`config.mk`:
```
export PLATFORM = sky130hd
export DESIGN_NAME = uart_status_fifo_reg_flat
export DESIGN_NICKNAME = d
export VERILOG_FILES = /design/src/rtl/uart_status_fifo_reg_if.sv /design/src/rtl/uart_status_fifo_reg.sv /design/src/flat_wrapper.sv
export SDC_FILE = /design/constraint.sdc
export NUM_CORES = 1
export LEC_CHECK = 0
export ABC_AREA = 1
export ABC_CLOCK_PERIOD_IN_PS = 2100
export BUFFER_PORTS_ARGS = -buffer_cell sky130_fd_sc_hd__buf_4
export CORE_UTILIZATION = 51
export CTS_CLUSTER_SIZE = 14
export DETAILED_ROUTE_END_ITERATION = 6
export PLACE_DENSITY = 0.78
export SLEW_MARGIN = 20
export SYNTH_ARGS = -nofsm -noshare
export SYNTH_HDL_FRONTEND = slang
export SYNTH_SLANG_ARGS = --single-unit
export TNS_END_PERCENT = 5
```
`constraint.sdc`:
```
create_clock -name clk -period 2.1 [get_ports clk]
set_input_delay 0.42 -clock clk [delete_from_list [all_inputs] [get_ports clk]]
set_output_delay 0.42 -clock clk [all_outputs]
set_load 0.05 [all_outputs]
```
`src/rtl/uart_status_fifo_reg_if.sv`:
```
// Bus bundle between the UART rx/tx front end, the register interface and the
// status/receive FIFO block. master drives events and reads; slave is the block.
interface uart_status_fifo_reg_if #(
  parameter int DATA_W = 8,
  parameter int DEPTH  = 4,
  parameter int CNT_W  = $clog2(DEPTH) + 1,
  parameter int STAT_W = DATA_W + 8
);
  logic              recv_int;
  logic [DATA_W-1:0] recv_data;
  logic              recv_frame_err;
  logic              recv_parity_err;
  logic              recv_busy;
  logic              tnsm_busy;
  logic              re;
  logic [STAT_W-1:0] rmask;
  logic [3:0]        int_en;
  logic [STAT_W-1:0] status_data;
  logic [CNT_W-1:0]  rx_count;
  logic              irq;

  modport master (
    output recv_int, recv_data, recv_frame_err, recv_parity_err,
    output recv_busy, tnsm_busy, re, rmask, int_en,
    input  status_data, rx_count, irq
  );

  modport slave (
    input  recv_int, recv_data, recv_frame_err, recv_parity_err,
    input  recv_busy, tnsm_busy, re, rmask, int_en,
    output status_data, rx_count, irq
  );
endinterface

```
`src/rtl/uart_status_fifo_reg.sv`:
```
// UART status/receive register block: FWFT receive FIFO, sticky error flags with
// masked read-on-clear, live busy/level flags and a registered maskable interrupt.
module uart_status_fifo_reg #(
  parameter int DATA_W = 8,
  parameter int DEPTH  = 4,
  parameter int THRESH = 2,
  parameter int CNT_W  = $clog2(DEPTH) + 1,
  parameter int STAT_W = DATA_W + 8
) (
  input  logic                  clk,
  input  logic                  rst,
  uart_status_fifo_reg_if.slave bus
);

  localparam int PTR_W = $clog2(DEPTH);
  localparam int D     = DATA_W;

  logic [DATA_W-1:0] mem [DEPTH];
  logic [PTR_W-1:0]  wr_ptr_q, rd_ptr_q;
  logic [CNT_W-1:0]  count_q, count_next;
  logic              overrun_q, frame_q, parity_q;
  logic              overrun_next, frame_next, parity_next;
  logic              recv_busy_q, tnsm_busy_q, irq_q;
  logic              empty, full, push, pop, do_write, level_next;
  logic [DATA_W-1:0] head;

  // Mask positions that are neither the pop bit nor a sticky flag are ignored.
  logic unused_rmask;
  assign unused_rmask = ^{bus.rmask[D-1:0], bus.rmask[D+4:D+1]};

  // NOTE: every signal written here gets a default first so no latch is inferred.
  always_comb begin
    empty    = (count_q == '0);
    full     = (count_q == CNT_W'(DEPTH));
    push     = bus.recv_int;
    pop      = bus.re & bus.rmask[D] & ~empty;
    // A push into a full FIFO only lands if the head leaves on the same edge.
    do_write = push & (~full | pop);

    count_next = count_q;
    if (do_write && !pop)      count_next = count_q + CNT_W'(1);
    else if (!do_write && pop) count_next = count_q - CNT_W'(1);

    // Set terms are OR'ed after the clear so a coincident error always wins.
    overrun_next = (overrun_q & ~(bus.re & bus.rmask[D+5])) | (push & full & ~pop);
    frame_next   = (frame_q   & ~(bus.re & bus.rmask[D+6])) | (push & bus.recv_frame_err);
    parity_next  = (parity_q  & ~(bus.re & bus.rmask[D+7])) | (push & bus.recv_parity_err);
    level_next   = (count_next >= CNT_W'(THRESH));
  end

  // NOTE: storage is deliberately not reset; pointers and count define validity.
  always_ff @(posedge clk) begin
    if (do_write) mem[wr_ptr_q] <= bus.recv_data;
  end

  // NOTE: sequential state uses non-blocking assignments only, so every register
  // samples pre-edge values regardless of statement order.
  always_ff @(posedge clk) begin
    if (rst) begin
      wr_ptr_q    <= '0;
      rd_ptr_q    <= '0;
      count_q     <= '0;
      overrun_q   <= 1'b0;
      frame_q     <= 1'b0;
      parity_q    <= 1'b0;
      recv_busy_q <= 1'b0;
      tnsm_busy_q <= 1'b0;
      irq_q       <= 1'b0;
    end else begin
      if (do_write) wr_ptr_q <= wr_ptr_q + PTR_W'(1);
      if (pop)      rd_ptr_q <= rd_ptr_q + PTR_W'(1);
      count_q     <= count_next;
      overrun_q   <= overrun_next;
      frame_q     <= frame_next;
      parity_q    <= parity_next;
      recv_busy_q <= bus.recv_busy;
      tnsm_busy_q <= bus.tnsm_busy;
      irq_q       <= |(bus.int_en & {level_next, overrun_next, frame_next, parity_next});
    end
  end

  assign head            = empty ? '0 : mem[rd_ptr_q];
  assign bus.status_data = {parity_q, frame_q, overrun_q, tnsm_busy_q, recv_busy_q,
                            (count_q >= CNT_W'(THRESH)), full, ~empty, head};
  assign bus.rx_count    = count_q;
  assign bus.irq         = irq_q;

endmodule

```
`src/flat_wrapper.sv`:
```
// flat-port wrapper written by rule: the top's interface ports become plain ports
module uart_status_fifo_reg_flat 
#(
  parameter int DATA_W = 8,
  parameter int DEPTH  = 4,
  parameter int THRESH = 2,
  parameter int CNT_W  = $clog2(DEPTH) + 1,
  parameter int STAT_W = DATA_W + 8
)
  (clk, rst, bus_recv_int, bus_recv_data, bus_recv_frame_err, bus_recv_parity_err, bus_recv_busy, bus_tnsm_busy, bus_re, bus_rmask, bus_int_en, bus_status_data, bus_rx_count, bus_irq);
  uart_status_fifo_reg_if #(.DATA_W(DATA_W), .DEPTH(DEPTH), .CNT_W(CNT_W), .STAT_W(STAT_W)) bus_i ();
  input  logic clk;
  input  logic rst;
  input wire logic [$bits(bus_i.recv_int)-1:0] bus_recv_int;
  input wire logic [$bits(bus_i.recv_data)-1:0] bus_recv_data;
  input wire logic [$bits(bus_i.recv_frame_err)-1:0] bus_recv_frame_err;
  input wire logic [$bits(bus_i.recv_parity_err)-1:0] bus_recv_parity_err;
  input wire logic [$bits(bus_i.recv_busy)-1:0] bus_recv_busy;
  input wire logic [$bits(bus_i.tnsm_busy)-1:0] bus_tnsm_busy;
  input wire logic [$bits(bus_i.re)-1:0] bus_re;
  input wire logic [$bits(bus_i.rmask)-1:0] bus_rmask;
  input wire logic [$bits(bus_i.int_en)-1:0] bus_int_en;
  output wire logic [$bits(bus_i.status_data)-1:0] bus_status_data;
  output wire logic [$bits(bus_i.rx_count)-1:0] bus_rx_count;
  output wire logic [$bits(bus_i.irq)-1:0] bus_irq;
  assign bus_i.recv_int = bus_recv_int;
  assign bus_i.recv_data = bus_recv_data;
  assign bus_i.recv_frame_err = bus_recv_frame_err;
  assign bus_i.recv_parity_err = bus_recv_parity_err;
  assign bus_i.recv_busy = bus_recv_busy;
  assign bus_i.tnsm_busy = bus_tnsm_busy;
  assign bus_i.re = bus_re;
  assign bus_i.rmask = bus_rmask;
  assign bus_i.int_en = bus_int_en;
  assign bus_status_data = bus_i.status_data;
  assign bus_rx_count = bus_i.rx_count;
  assign bus_irq = bus_i.irq;
  uart_status_fifo_reg #(.DATA_W(DATA_W), .DEPTH(DEPTH), .THRESH(THRESH), .CNT_W(CNT_W), .STAT_W(STAT_W)) u_core (.clk(clk), .rst(rst), .bus(bus_i));
endmodule
```
==> reports/qor.yml <==
logic_synthesis:
  synth_area_leaders: "edfxtp_1 (46%), dfxtp_1 (15%), nor2_1 (8.0%)"
  synthArstFlopShare_pct: 0
  syn_nets: 251
  synth_common_cells: "nor2_1 (44), edfxtp_1 (32), nand2_1 (22)"
  synth_top_area_share_pct: 46.46
  ys_ff_latch: 47
  synth_area_leader_cell: "edfxtp_1"
  synth_edf_count: 32
  synth_most_common_cell: "nor2_1"
  netlist_area_sq_um: 2068
  ys_types: 27
  syn_area_per_cell_sq_um: 9.991
  yosysWarnings: 0
  ys_seq_area_share_pct: 60.98
  synthFlopType: "edfxtp_1"
  syn_inst: 207
critical_path:
  critical_path_class: "flop to output pin"
  start_kind: "flop"
  path_max_fanout: 8
  r2r_cells: 8
  regToRegSetupSlack_ns: 0.39
  critPathRequiredTime_ns: 1.68
  worstReg2RegStart: "u_core.bus.rx_count[0]"
  cp-end-kind: "output pin"
  r2r-end: "u_core.mem[2][3]"
  cp.arrival_ns: 1.64
detailed_routing:
  met3_length_microns: 259
  drt_iter0_markers: 64
  drt-total-wl_mm: 3.795
  drc: 0
  wl_met2_mm: 1.876
  top_layer_used: "met4"
  dr.pass1.iters: 4
  drt.antenna.violating_nets: 0
  vias_per_cell: 5.000
  met1_length_mm: 1.596
  vias: 1525
  post_drt_wl_per_cell_microns: 12.44
power:
  leakage_nw: 1.143
  vdd_drop_max_mv: 0.4237
  powerDensity_nw_per_um2: 837.6
grt:
  grt-ovfl-total: 0
  grt_max_degree: 17
  grt_pass1_vias: 1416
  antenna_found_initial: 0
  grt_usage_pct: 20.35
  grt_pass1_wl_mm: 6.265
timing:
  period_share_pct: 98.16
  fin_crit_ns: 2.061
  tightest_slew_ns: 0.3810
  setup_viol_count_final: 0
  fin_setup_tns_ns: 0
  clock-skew-final_ns: 0.004124
  fmax_mhz: 485.1
  slew_violations: 0
  relSlewSlack_pct: 74.33
  timing_hold_violations_final: 0
  rsz0062_at_grt: "yes"
  worst_slack_ns: 0.03857
die:
  chipWidth_microns: 65.68
  initial_utilization_pct: 54.84
  dieArea_sq_um: 4314
  ios: 56
  placementRows: 22
  core_area_sq_um: 3771
  die_y_microns: 65.68
clock_network:
  clock_sinks: 47
  cts_buffers: 5
  tritoncts: "yes"
  h-tree-depth: 2
  root_buffer: "clkbuf_8"
  clock_latency_ns: 0.29
  path_clk_slew_ns: 0.08
  clockBufferDepth: 2
hold_path:
  hold_class: "input pin to flop"
  hold_depth: 1
  worstHoldEndpoint: "u_core.mem[2][5]"
  hp-start: "bus_recv_data[5]"
cells_and_area:
  register_area_sq_um: 1270
  syn_to_final_growth_pct: 30.79
  nets: 300
  fillers: 269
  multi_input_area_sq_um: 748.2
  drive_gt1_share_pct: 31.52
  antenna_cells: 0
place:
  dp_slack_ns: 0.1165
  gp_congestion: 0.7769
  io_buffers: 43
  dpl.hpwl_mm: 2.705
job:
  max_cap_violations: 0
status:
  status: "completed"
-- worst max path at each step --
stage	startpoint	endpoint	slack, ns
final	u_core.bus.rx_count[0]	bus_status_data[0]	0.04
after global placement	u_core.bus.rx_count[0]	bus_status_data[0]	0.14
after CTS	u_core.bus.rx_count[0]	bus_status_data[2]	0.02
after detailed placement	u_core.bus.rx_count[0]	bus_status_data[2]	0.12
after floorplan	u_core.bus.rx_count[0]	bus_status_data[0]	0.06
after global routing	flop	bus_status_data[4]	-0.02
-- worst max-delay path, stage by stage (launching register included) --
cell and delay [ns]:
dfxtp_4 0.37, inv_1 0.08, ha_2 0.23, nand2_8 0.08, clkinvlp_4 0.09, buf_12 0.16
a21oi_4 0.11, buf_4 0.21
-- registers in the layout, summed over array words and instances, names as in the netlist, named ones only --
name	count
u_core.rd_ptr_q	2
u_core.mem	32
u_core.tnsm_busy_q	1
u_core.parity_q	1
u_core.bus.rx_count	3
u_core.bus.irq	1
u_core.recv_busy_q	1
u_core.frame_q	1
u_core.overrun_q	1
u_core.wr_ptr_q	2
-- report_power, final --
group	total [W]	leakage [nW]	internal, W	switching (W)
logic	0.000614	0.668	0.000219	0.000395
registers	0.00106	0.419	0.00104	0.0000213
clock network	0.000589	0.0563	0.000306	0.000283
-- placed cells by master, fill, tap and decap left out, drive strengths merged, types with 2 or more instances in the layout --
| master | instances |
|---|---|
| clkbuf | 6 |
| ha | 8 |
| o21ai | 19 |
| nor3 | 2 |
| clkinv | 2 |
| nand2 | 24 |
| nor2 | 45 |
| inv | 22 |
| buf | 53 |
| edfxtp | 32 |
| dfxtp | 15 |
| nand3 | 4 |
| nor3b | 3 |
| a21oi | 15 |
-- repair_timing --
item / CTS / global route
gates resized for setup: 0 / 5
setup buffers: 1 / 0
hold buffers: 0 / 0
endpoints found under the setup margin: 8 / 8
-- per-layer routing --
layer | vias to the layer above | track usage, %
li1 | 775 | -
met5 | - | 0
met4 | 0 | 9.239
met2 | 52 | 35.20
met3 | 5 | 6.250
met1 | 693 | 22.68
-- kinds of logic after synthesis --
logic type / synth area share, %
AOI/OAI and AO/OA: 9.377
xor gates and xnor gates: 0.8471
adders and majority gates: 4.840
buffers and inverters: 7.743
DFF: 60.98
and+or+nand+nor: 16.21
-- stage by stage --
stage               total power [W]  instance area (sq um)  std cells  util, %  hold slack, ns
finish                     0.002266                   2705        305    71.73          0.3173
floorplan                  0.001495                   2182        207        -          0.4583
CTS                        0.002269                   2686        305    71.23          0.3103
detailed placement         0.001666                   2559        296    67.85          0.4793
global route               0.002362                   2705        305    71.73          0.3103
global placement           0.001655                   2559        296    67.85          0.4843
-- area by class of cell --
cell class / count / share of cell area, %
well taps: 48 / 2.220
multi-input cells: 126 / 27.66
inverters: 23 / 3.330
flip-flops and latches: 47 / 46.95
clock inverters: 2 / 0.5088
clock buffers: 6 / 3.469
repair buffers: 53 / 15.86
Note: power is estimated with default switching activity, not from simulation.
